===== config.mk =====
export PLATFORM = sky130hd
export DESIGN_NAME = tx_key_encoder_flat
export DESIGN_NICKNAME = d
export VERILOG_FILES = /design/src/rtl/tx_key_encoder_if.sv /design/src/rtl/tx_key_encoder.sv /design/src/flat_wrapper.sv
export SDC_FILE = /design/constraint.sdc
export NUM_CORES = 1
export LEC_CHECK = 0
export CORE_UTILIZATION = 36
export DETAILED_ROUTE_END_ITERATION = 8
export GPL_ROUTABILITY_DRIVEN = 0
export GPL_TIMING_DRIVEN = 0
export PLACE_DENSITY = 0.6
export SYNTH_ARGS = -nofsm -noshare
export SYNTH_HDL_FRONTEND = slang
export SYNTH_SLANG_ARGS = --single-unit

===== constraint.sdc =====
create_clock -name clk -period 5.9 [get_ports clk]
set_input_delay 1.77 -clock clk [delete_from_list [all_inputs] [get_ports clk]]
set_output_delay 1.77 -clock clk [all_outputs]
set_load 0.01 [all_outputs]

===== src/rtl/tx_key_encoder_if.sv =====
// tx_key_encoder_if: key-in / character-out bundle between the keypad scanner, encoder and tx driver.
interface tx_key_encoder_if #(parameter int KEY_W = 5) ();
  logic [KEY_W-1:0] data;
  logic             tx_busy;
  logic             go;
  logic [7:0]       tx_character;
  logic             active;
  modport master (input data, tx_busy, output go, tx_character, active);
  modport slave  (output data, tx_busy, input go, tx_character, active);
endinterface


===== src/rtl/tx_key_encoder.sv =====
// tx_key_encoder: maps keypad codes to ASCII and strobes go toward the UART driver, honouring busy, gap and repeat.
module tx_key_encoder #(
  parameter int KEY_W         = 5,
  parameter int GAP_CYCLES    = 12,
  parameter int REPEAT_EN     = 0,
  parameter int REPEAT_DELAY  = 500,
  parameter int REPEAT_PERIOD = 100
) (
  input logic               clk,
  input logic               rst_n,
  tx_key_encoder_if.master  bus
);
  localparam int MAXP = (GAP_CYCLES > REPEAT_DELAY)
                        ? ((GAP_CYCLES > REPEAT_PERIOD) ? GAP_CYCLES : REPEAT_PERIOD)
                        : ((REPEAT_DELAY > REPEAT_PERIOD) ? REPEAT_DELAY : REPEAT_PERIOD);
  localparam int CW = $clog2(MAXP) + 1;
  localparam logic [CW-1:0] GAP_LAST = CW'(GAP_CYCLES - 1);
  localparam logic [CW-1:0] DLY_LAST = CW'(REPEAT_DELAY - 1);
  localparam logic [CW-1:0] PER_LAST = CW'(REPEAT_PERIOD - 1);

  typedef enum logic [2:0] {IDLE, LOAD, SEND, GAP, HOLD} state_t;

  state_t           state, state_n;
  logic [KEY_W-1:0] key, key_n;
  logic [7:0]       char_q, char_n;
  logic             go_q, go_n;
  logic [CW-1:0]    gap_cnt, gap_n, rep_cnt, rep_n;
  logic             first_rep, first_n;

  // Any set bit above bit 4 forces a space regardless of the low code.
  function automatic logic [7:0] map(input logic [KEY_W-1:0] k);
    logic [KEY_W+4:0] w;
    logic [4:0]       lo;
    w  = {5'b0, k};
    lo = k[4:0];
    if (|w[KEY_W+4:5]) return 8'h20;
    return (lo == 5'd17)                 ? 8'h30 :
           (lo >= 5'd1  && lo <= 5'd9)   ? 8'h30 + {3'b0, lo} :
           (lo >= 5'd10 && lo <= 5'd13)  ? 8'h37 + {3'b0, lo} :
           (lo == 5'd16)                 ? 8'h2A :
           (lo == 5'd18)                 ? 8'h23 : 8'h20;
  endfunction

  always_comb begin
    state_n = state;
    key_n   = key;
    char_n  = char_q;
    go_n    = 1'b0;
    gap_n   = gap_cnt;
    rep_n   = rep_cnt;
    first_n = first_rep;
    unique case (state)
      IDLE: if (bus.data != '0) begin
        key_n   = bus.data;
        first_n = 1'b1;
        state_n = LOAD;
      end
      LOAD: begin
        char_n  = map(key);
        state_n = SEND;
      end
      SEND: if (!bus.tx_busy) begin
        go_n    = 1'b1;
        gap_n   = '0;
        state_n = GAP;
      end
      GAP: if (gap_cnt == GAP_LAST) begin
        rep_n   = '0;
        state_n = HOLD;
      end else gap_n = gap_cnt + 1'b1;
      HOLD: if (bus.data == '0) state_n = IDLE;
      else if (bus.data != key) begin
        key_n   = bus.data;
        first_n = 1'b1;
        state_n = LOAD;
      end else if (REPEAT_EN != 0) begin
        // Repeats resend the already-loaded character without a LOAD pass.
        if (rep_cnt == (first_rep ? DLY_LAST : PER_LAST)) begin
          first_n = 1'b0;
          state_n = SEND;
        end else rep_n = rep_cnt + 1'b1;
      end
      default: state_n = IDLE;
    endcase
  end

  always_ff @(posedge clk or negedge rst_n) begin
    if (!rst_n) begin
      state     <= IDLE;
      key       <= '0;
      char_q    <= 8'h20;
      go_q      <= 1'b0;
      gap_cnt   <= '0;
      rep_cnt   <= '0;
      first_rep <= 1'b0;
    end else begin
      state     <= state_n;
      key       <= key_n;
      char_q    <= char_n;
      go_q      <= go_n;
      gap_cnt   <= gap_n;
      rep_cnt   <= rep_n;
      first_rep <= first_n;
    end
  end

  assign bus.go           = go_q;
  assign bus.tx_character = char_q;
  assign bus.active       = (state != IDLE);
endmodule

===== src/flat_wrapper.sv =====
// flat-port wrapper written by rule: the top's interface ports become plain ports
module tx_key_encoder_flat 
#(
  parameter int KEY_W         = 5,
  parameter int GAP_CYCLES    = 12,
  parameter int REPEAT_EN     = 0,
  parameter int REPEAT_DELAY  = 500,
  parameter int REPEAT_PERIOD = 100
)
  (clk, rst_n, bus_data, bus_tx_busy, bus_go, bus_tx_character, bus_active);
  tx_key_encoder_if #(.KEY_W(KEY_W)) bus_i ();
  input logic clk;
  input logic rst_n;
  input wire logic [$bits(bus_i.data)-1:0] bus_data;
  input wire logic [$bits(bus_i.tx_busy)-1:0] bus_tx_busy;
  output wire logic [$bits(bus_i.go)-1:0] bus_go;
  output wire logic [$bits(bus_i.tx_character)-1:0] bus_tx_character;
  output wire logic [$bits(bus_i.active)-1:0] bus_active;
  assign bus_i.data = bus_data;
  assign bus_i.tx_busy = bus_tx_busy;
  assign bus_go = bus_i.go;
  assign bus_tx_character = bus_i.tx_character;
  assign bus_active = bus_i.active;
  tx_key_encoder #(.KEY_W(KEY_W), .GAP_CYCLES(GAP_CYCLES), .REPEAT_EN(REPEAT_EN), .REPEAT_DELAY(REPEAT_DELAY), .REPEAT_PERIOD(REPEAT_PERIOD)) u_core (.clk(clk), .rst_n(rst_n), .bus(bus_i));
endmodule

After elaboration in Yosys (flattened, before gate mapping):

Cells that the tools add are included.

* bits in registers: 27
* output and inout port bits: 10
* bits of input ports: 8

* add/sub/neg operators: 3
* equality and inequality tests: 16
* reduce and logical (&&, ||, !) cells: 11
* muxes and demuxes: 20
* $lt $le $gt $ge: 4

Operators by type and width (count)
* 2-to-1 mux 8 bit: 4
* 2-to-1 mux 10 bit: 2
* case mux 10 bit (2 select lines): 1
* == test 5 bit (second input constant): 3
* 2-to-1 mux 3 bit: 5
* 2-to-1 mux 5 bit: 3
* case mux 3 bit (5 select lines): 1
* adder 6 x 5 -> 7 bit (first input constant): 2
* adder 10 x 1 -> 10 bit (second input constant): 1
* == test 10 x 4 -> 1 bit (second input constant): 1
* <= comparator 5 x 4 -> 1 bit (second input constant): 2
* case mux 5 bit (2 select lines): 1
* AND reduction 4 bit: 2
* == test 3 x 2 -> 1 bit (second input constant): 2
* != test 2 x 1 -> 1 bit (second input constant): 3
* != test 2 bit (second input constant): 3
* >= comparator 5 x 1 -> 1 bit (second input constant): 1
* >= comparator 5 x 4 -> 1 bit (second input constant): 1
* logical NOT 5 bit: 1
* != test 5 bit: 1
* nonzero test 5 bit: 1
* nonzero test 2 bit: 2
* == test 3 x 1 -> 1 bit (second input constant): 1
* == test 3 bit (second input constant): 1
* other kinds (7): 9

Logic depth before layout (Yosys ltp):

* depth after elaboration: 6
* gate-level depth with buffers: 7

Worst setup path after synthesis:

OpenSTA, ideal clock, no wires.

* kind: input port to flip-flop
* start point: in bus_tx_busy
* end point: reg u_core.state[0]
* slack: 2980 ps
* cell stages on the path: 5
* arrival: 2837 ps
* cells stage by stage: or4b_2 clkbuf_1 inv_1 nor2_1 o21ai_0

* word-level cells in the longest chain between the ends: 2

Ends and longest elaborated chain
* start, declared: line flat_wrapper.sv:15 `input wire logic [$bits(bus_i.tx_busy)-1:0] bus_tx_busy;`
* != test 2 bit (no source line)
* AND reduction 4 bit (no source line)
* end signal, assigned: line tx_key_encoder.sv:97 `state <= state_n;`
* end, declared: line tx_key_encoder.sv:23 `state_t state, state_n;`

No other way between the ends.
A chain may end at the register's enable or synchronous reset.

Final worst setup path:

* start point: reg u_core.state[1]
* end point: out bus_active

* word-level cells in the longest chain between the ends: 1

Ends and longest elaborated chain
* nonzero test 3 bit: line tx_key_encoder.sv:109 `assign bus.active = (state != IDLE);`
* end, declared: line flat_wrapper.sv:18 `output wire logic [$bits(bus_i.active)-1:0] bus_active;`

No other way between the ends.

==> flow_summary.ini <==
[power_and_ir_drop]
power_leakage_nw = 0.767
ir_drop_uv = 188
power_mw = 0.879
p_per_area_nw_per_um2 = 481

[cts]
clk_pin_slew_ns = 0.09
postCtsSetupBuffers = 0
cts_max_level = 1
cts_hold_buf = 0
cts_sinks = 26
cts_tree = built
cts_buffer_depth = 2
clk_latency_ns = 0.27
tritoncts.num_buffers = 3
cts_root_buf = clkbuf_8
ctsResizeCount = 0

[finish]
fillers = 423
area_growth_pct = 19.2
regArea_um2 = 652
layout.nets = 188
diodes = 0
final_cells = 225
drive_gt1_share_pct = 11.4
design_area_um2 = 1830
multiInputGateArea_um2 = 830

[routing]
wire_per_inst_um = 14.7
antenna_left = 0
drc_errors = 0
route.vias.total = 1274
via_per_inst = 5.66
drtIter0Drc = 70
drtPass1Iterations = 4
wirelength_um = 3300

[placement]
port_buffers = 16
dp_cells = 221
placed_area_um2 = 1750
dp_hpwl_um = 2430

[timing]
tns_ns = 0
grt_setup_unrepaired = no
hold_viol = 0
min_period_over_period_pct = 56.8
min_period_ns = 3.35
fmax_mhz = 298
setup_viol = 0
slew_violations = 0
tightest_slew_ns = 1.19
clock_skew_ns = 0.00511
slew_headroom_pct = 20.2

[die]
start_util_pct = 38.0
core_um2 = 4030
num_rows = 23
die_area_um2 = 4520
ios = 18
die_h_um = 67.2
die_w_um = 67.2

[yosys]
synth_cells = 155
ys_warn_count = 0
yosysSeqAreaShare_pct = 42.6
synth_xor_area_share_pct = 5.15
synth-edff-count = 0
async_reset_ff_share_pct = 100
ys.flop_type = dfrtp_1
synth.distinct_cells = 52
synth_mux_area_share_pct = 0.654
syn-num-nets = 167
ys_ff_latch = 26
avgSynthCellArea_um2 = 9.88
synthAdderAreaFrac_pct = 3.27
synthSimpleGateAreaFrac_pct = 21.6
synth_top_family_by_area = compound AO/OA/AOI/OAI gates
synth_compound_area_share_pct = 23.3
syn-cell-area_um2 = 1530

[job]
maxCapViolCount = 0

[global_routing]
grt_usage_pct = 16.6
gr-total-overflow = 0
busiest_layer = met2
met1_usage_pct = 21.2
grt_pass1_vias = 1226
antenna_found_initial = 0
grt_max_degree = 27
grt_use_met2_pct = 27.6
grt_pass1_wl_um = 5680
use_met3_pct = 2.70

[worst_hold_path]
holdCritPathClass = reg2reg
holdPathStages = 2

[setup_path]
end_kind = output port
worstPathRequired_ns = 4.13
r2r_end = u_core.bus.tx_character[1]
crit_arrival_ns = 1.58
cp-endpoint = bus_active
cp_max_fo = 7
reg2regPathDepth = 7
crit_start = u_core.state[1]
r2r_start = u_core.key[1]
worst_setup_path_start_kind = flop
critPathKind = reg2out
r2r_slack_ns = 3.67

[status]
status = finished, final reports clean
[cell usage in the layout (no fill, tap or decap), types with 4 or more instances in the layout]
| cell | Yosys | layout |
|---|---|---|
| a21oi_1 | 8 | 8 |
| a32o_1 | 7 | 7 |
| clkbuf_1 | 6 | 6 |
| clkdlybuf4s50_1 | 0 | 16 |
| dfrtp_1 | 25 | 25 |
| ha_1 | 4 | 4 |
| inv_1 | 4 | 4 |
| nand2_1 | 9 | 9 |
| nand3_1 | 7 | 7 |
| nor2_1 | 8 | 8 |
| o21ai_0 | 9 | 9 |
| xnor2_1 | 5 | 5 |
| xor2_1 | 4 | 4 |
[synth_stat cells (all sizes together) (2+ instances only)]
cell type,count,share of area [%]
xor2,4,2.3
and4,2,1.2
and3b,2,1.1
or3,2,0.82
o31ai,3,2.4
nand2b,3,1.2
inv,4,0.98
nand3,7,2.3
or2,2,0.82
o31a,2,1.3
a21oi,8,2.6
and3,2,0.90
or3b,2,1.1
dfrtp,25,41
a32o,7,4.6
o21a,2,0.98
nor4,2,0.82
or4,2,0.98
and2,2,0.82
xnor2,5,2.9
nor3b,3,1.5
ha,4,3.3
o21ai,9,2.9
clkbuf,6,1.5
nor2,8,2.0
nand2,9,2.2
a21o,4,2.0
nor3,3,0.98
or4b,2,1.6
buf,2,0.82
nand4,3,1.2
[cell type report]
class                      instances  area share (%)
clock buffer                       3            2.26
timing repair buffer              16            8.77
tap                               50            3.43
multi-input combinational        117            45.4
inverter                           4           0.822
sequential                        26            35.7
buffer                             8            1.92
clock inverter                     1            1.64
[worst min-delay path by stage]
stage | start | end | slack, ns
finish | u_core.bus.tx_character[3] | u_core.bus.tx_character[3] | 0.49
global placement | u_core.bus.tx_character[3] | u_core.bus.tx_character[3] | 0.46
global route | u_core.bus.tx_character[3] | u_core.bus.tx_character[3] | 0.52
detailed placement | u_core.bus.tx_character[3] | u_core.bus.tx_character[3] | 0.48
floorplan | u_core.gap_cnt[2] | u_core.gap_cnt[2] | 0.49
CTS | u_core.bus.tx_character[3] | u_core.bus.tx_character[3] | 0.50
[logic make-up after synthesis]
logic type,Yosys count
AND/OR/NAND/NOR,56
multiplexers,1
buffers and inverters,12
flip-flops,26
adder cells (fa/ha/maj),4
XOR/XNOR,9
other,1
AO/OA/AOI/OAI,46
[power breakdown]
| group | total, mW | leakage [nW] | switching, mW | internal, mW |
|---|---|---|---|---|
| logic | 0.437 | 0.396 | 0.237 | 0.200 |
| clock network | 0.149 | 0.0357 | 0.0577 | 0.0908 |
| registers | 0.293 | 0.336 | 0.0545 | 0.239 |
[state kept, by name, indices dropped and copies added, names as in the netlist]
register,flops
u_core.gap_cnt,10
u_core.key,5
u_core.bus.go,1
u_core.state,3
u_core.bus.tx_character,7
[worst max-delay path, cell delays in order (launching register included)]
cell	delay (ns)
dfrtp_1	0.44
or3_1	0.39
clkdlybuf4s50_1	0.48
[per-layer routing]
metal / vias to the layer above / share of wire (%)
li1: 621 / -
met1: 624 / 47
met2: 23 / 48
met3: 6 / 2.9
met4: 0 / 1.9
met5: - / 0
[stage by stage]
step                worst slack [ns]  hold WS, ns  util [%]
floorplan                       2.98        0.494         -
global placement                2.43        0.463      43.5
detailed placement              2.38        0.480      43.5
CTS                             2.53        0.501      45.3
global route                    2.47        0.522      45.3
finish                          2.55        0.495      45.3
No activity file was read; power rests on OpenSTA's default activity.
==> RTL change: new RTL, config.mk and constraints unchanged <==
Take the reset off `key` and load it in a clocked block of its own.
--- a/src/rtl/tx_key_encoder.sv
+++ b/src/rtl/tx_key_encoder.sv
@@ -88,5 +88,4 @@
     if (!rst_n) begin
       state     <= IDLE;
-      key       <= '0;
       char_q    <= 8'h20;
       go_q      <= 1'b0;
@@ -96,5 +95,4 @@
     end else begin
       state     <= state_n;
-      key       <= key_n;
       char_q    <= char_n;
       go_q      <= go_n;
@@ -105,4 +103,8 @@
   end
 
+  always_ff @(posedge clk) begin
+    key <= key_n;
+  end
+
   assign bus.go           = go_q;
   assign bus.tx_character = char_q;
Behaviour: same outputs for any inputs over 10 cycles, from zero or initial values and one cycle with rst_n low; that may be too few to reach the edited logic, so the function may still have changed.
==> RTL change against the original RTL <==
Worst setup slack got worse by 0.13 ns; sequential share of layout area increased by 4.4 points; core utilization rose by 0.48 points; first-iteration DRC count down 67%; routed wire length down 21%; highest routed layer unchanged; sequential cell count did not move; register-to-register slack gained 0.20 ns; critical path depth did not move; critical endpoint unchanged; design area shrank 7.5%; synthesized cell count decreased by 12%; synthesized area down 8.4%.
Power is not compared: it rests on default switching activity, and its combinational part moved more than twofold at a synthesized area within 25%.
==> RTL change: results (changes against the original RTL) <==
| Metric | Value |
|---|---|
| Count of input and output buffers | 16 (unchanged) |
| Multi-In Gates | 102 (-13%) |
| Via density | 5.254 (-7.2%) |
| Post-cts repair resize count | 0 (unchanged) |
| Total track usage | 13.91% (-2.7 points) |
| Syn nets | 149 (-11%) |
| First-pass GRT wire length | 4526 um (-20%) |
| Synth area leaders | dfrtp_1, edfxtp_1, xor2_1, ha_1, nand2_1 |
| Async SR Flop Fraction | 80.77% (-19 points) |
| Clk_skew | 0.006064 ns (+0.0009517 ns) |
| Nets | 170 (-9.6%) |
| Multi-input gate area | 678.2 um2 (-18%) |
| Register Area | 676.9 um2 (+3.8%) |
| Non-clock buffers, area share | 11.19% (+0.49 points) |
| Total wire length | 2604 um (-21%) |
| Top Family by Delay on Critical Path | simple AND/OR/NAND/NOR gates |
| Multi-input combinational area share | 40.15% (-5.3 points) |
| Met2 wire len | 1180 um (-26%) |
| Logic inverters | 5 (+1) |
| Post-synthesis sequential area ratio | 48.26% (+5.7 points) |
| Worst-Margin Slew | 0.9358 ns (-0.2571 ns) |
| CP max stage delay | 0.50 ns (+0.02 ns) |
| Most instantiated cells after synthesis | dfrtp_1, nand2_1, nor2_1, o21ai_0 |
| FF+latch count | 26 (unchanged) |
| Worst hold start | u_core.bus.tx_character[6]$_DFFE_PN0P_ |
| Gate Count Post-Synth | 137 (-12%) |
| Status | complete, no violations |
| Plain + repair buffers | 20 (-17%) |
| Worst reg2reg startpoint | u_core.key[1]$_DFFE_PP_ |
| Max FO, Critical Path | 8 (+1) |
| ANT cells | 0 (unchanged) |
| Clock-cell share of area | 3.926% (+0.019 points) |
| Wire per inst | 12.70 um (-13%) |
| Placed cells | 201 (-9.0%) |
| Layout cells sized above 1 | 10.83% (-0.60 points) |
| Hpwl dp | 1964 um (-19%) |
| Largest net degree at the start of global routing | 22 (-19%) |
| Slowest cell on the critical path | or3_2 |
| Placed cell area | 1623 um2 (-7.5%) |
| Layout fillers | 363 (-14%) |
| Post-synth EDFFs | 5 (+5) |
| LEAKAGE | between 0.6 and 0.7 nW |
| Initial DRC Count | 23 (-67%) |
| Pre-CTS worst setup slack | 2.344 ns (-0.03764 ns) |
| Clock buffer cells | 4 (+1) |
| Vias in the first global route | 1032 (-16%) |
## RTL change: cell count changes in the layout (fill, tap and decap cells not counted), sizes merged, moves of 3 or more
| cell | before | now |
|---|---|---|
| nor2 | 8 | 11 |
| nand3b | 0 | 4 |
| edfxtp | 0 | 5 |
| clkbuf | 9 | 4 |
| a21oi | 8 | 4 |
| nand2 | 9 | 13 |
| dfrtp | 25 | 20 |
| a32o | 7 | 0 |
| a21o | 4 | 0 |
## RTL change: logic make-up (layout without fill, tap and decap cells)
family | Yosys count | after routing | share of synthesized area [%]
DFF | 26 | 26 | 48.26
buffers and inverters | 9 | 29 | 3.390
adders and majority gates | 4 | 4 | 3.568
AOI/OAI and AO/OA | 30 | 30 | 15.35
xor gates and xnor gates | 11 | 11 | 6.869
and+or+nand+nor | 55 | 55 | 21.50
muxes | 1 | 1 | 0.8028
other | 1 | 1 | 0.2674
## RTL change: final timing paths
path | slack (ns) | end | cells past startpoint
setup / recovery | 2.41 | bus_active | 2
hold / removal | 0.49 | u_core.bus.tx_character[6]$_DFFE_PN0P_ | 2
setup reg to reg | 3.87 | u_core.bus.tx_character[1]$_DFFE_PN0P_ | 7
hold reg to reg | 0.49 | u_core.bus.tx_character[6]$_DFFE_PN0P_ | 2
max in group asynchronous | 3.31 | u_core.bus.tx_character[4]$_DFFE_PN0P_ | 1
min in group asynchronous | 2.01 | u_core.gap_cnt[6]$_DFFE_PN0P_ | 1
## RTL change: power by group
group          internal, W  total [W]  switching (W)
Clock            0.0000737   0.000131      0.0000569
Sequential        0.000233   0.000274      0.0000413
Combinational     0.000111   0.000211       0.000100
Total             0.000418   0.000616       0.000198
## RTL change: layer usage
layer,vias to the layer above,global-route usage (%)
met5,-,0
met4,0,6.667
met3,6,2.465
li1,539,-
met2,29,22.50
met1,503,17.92
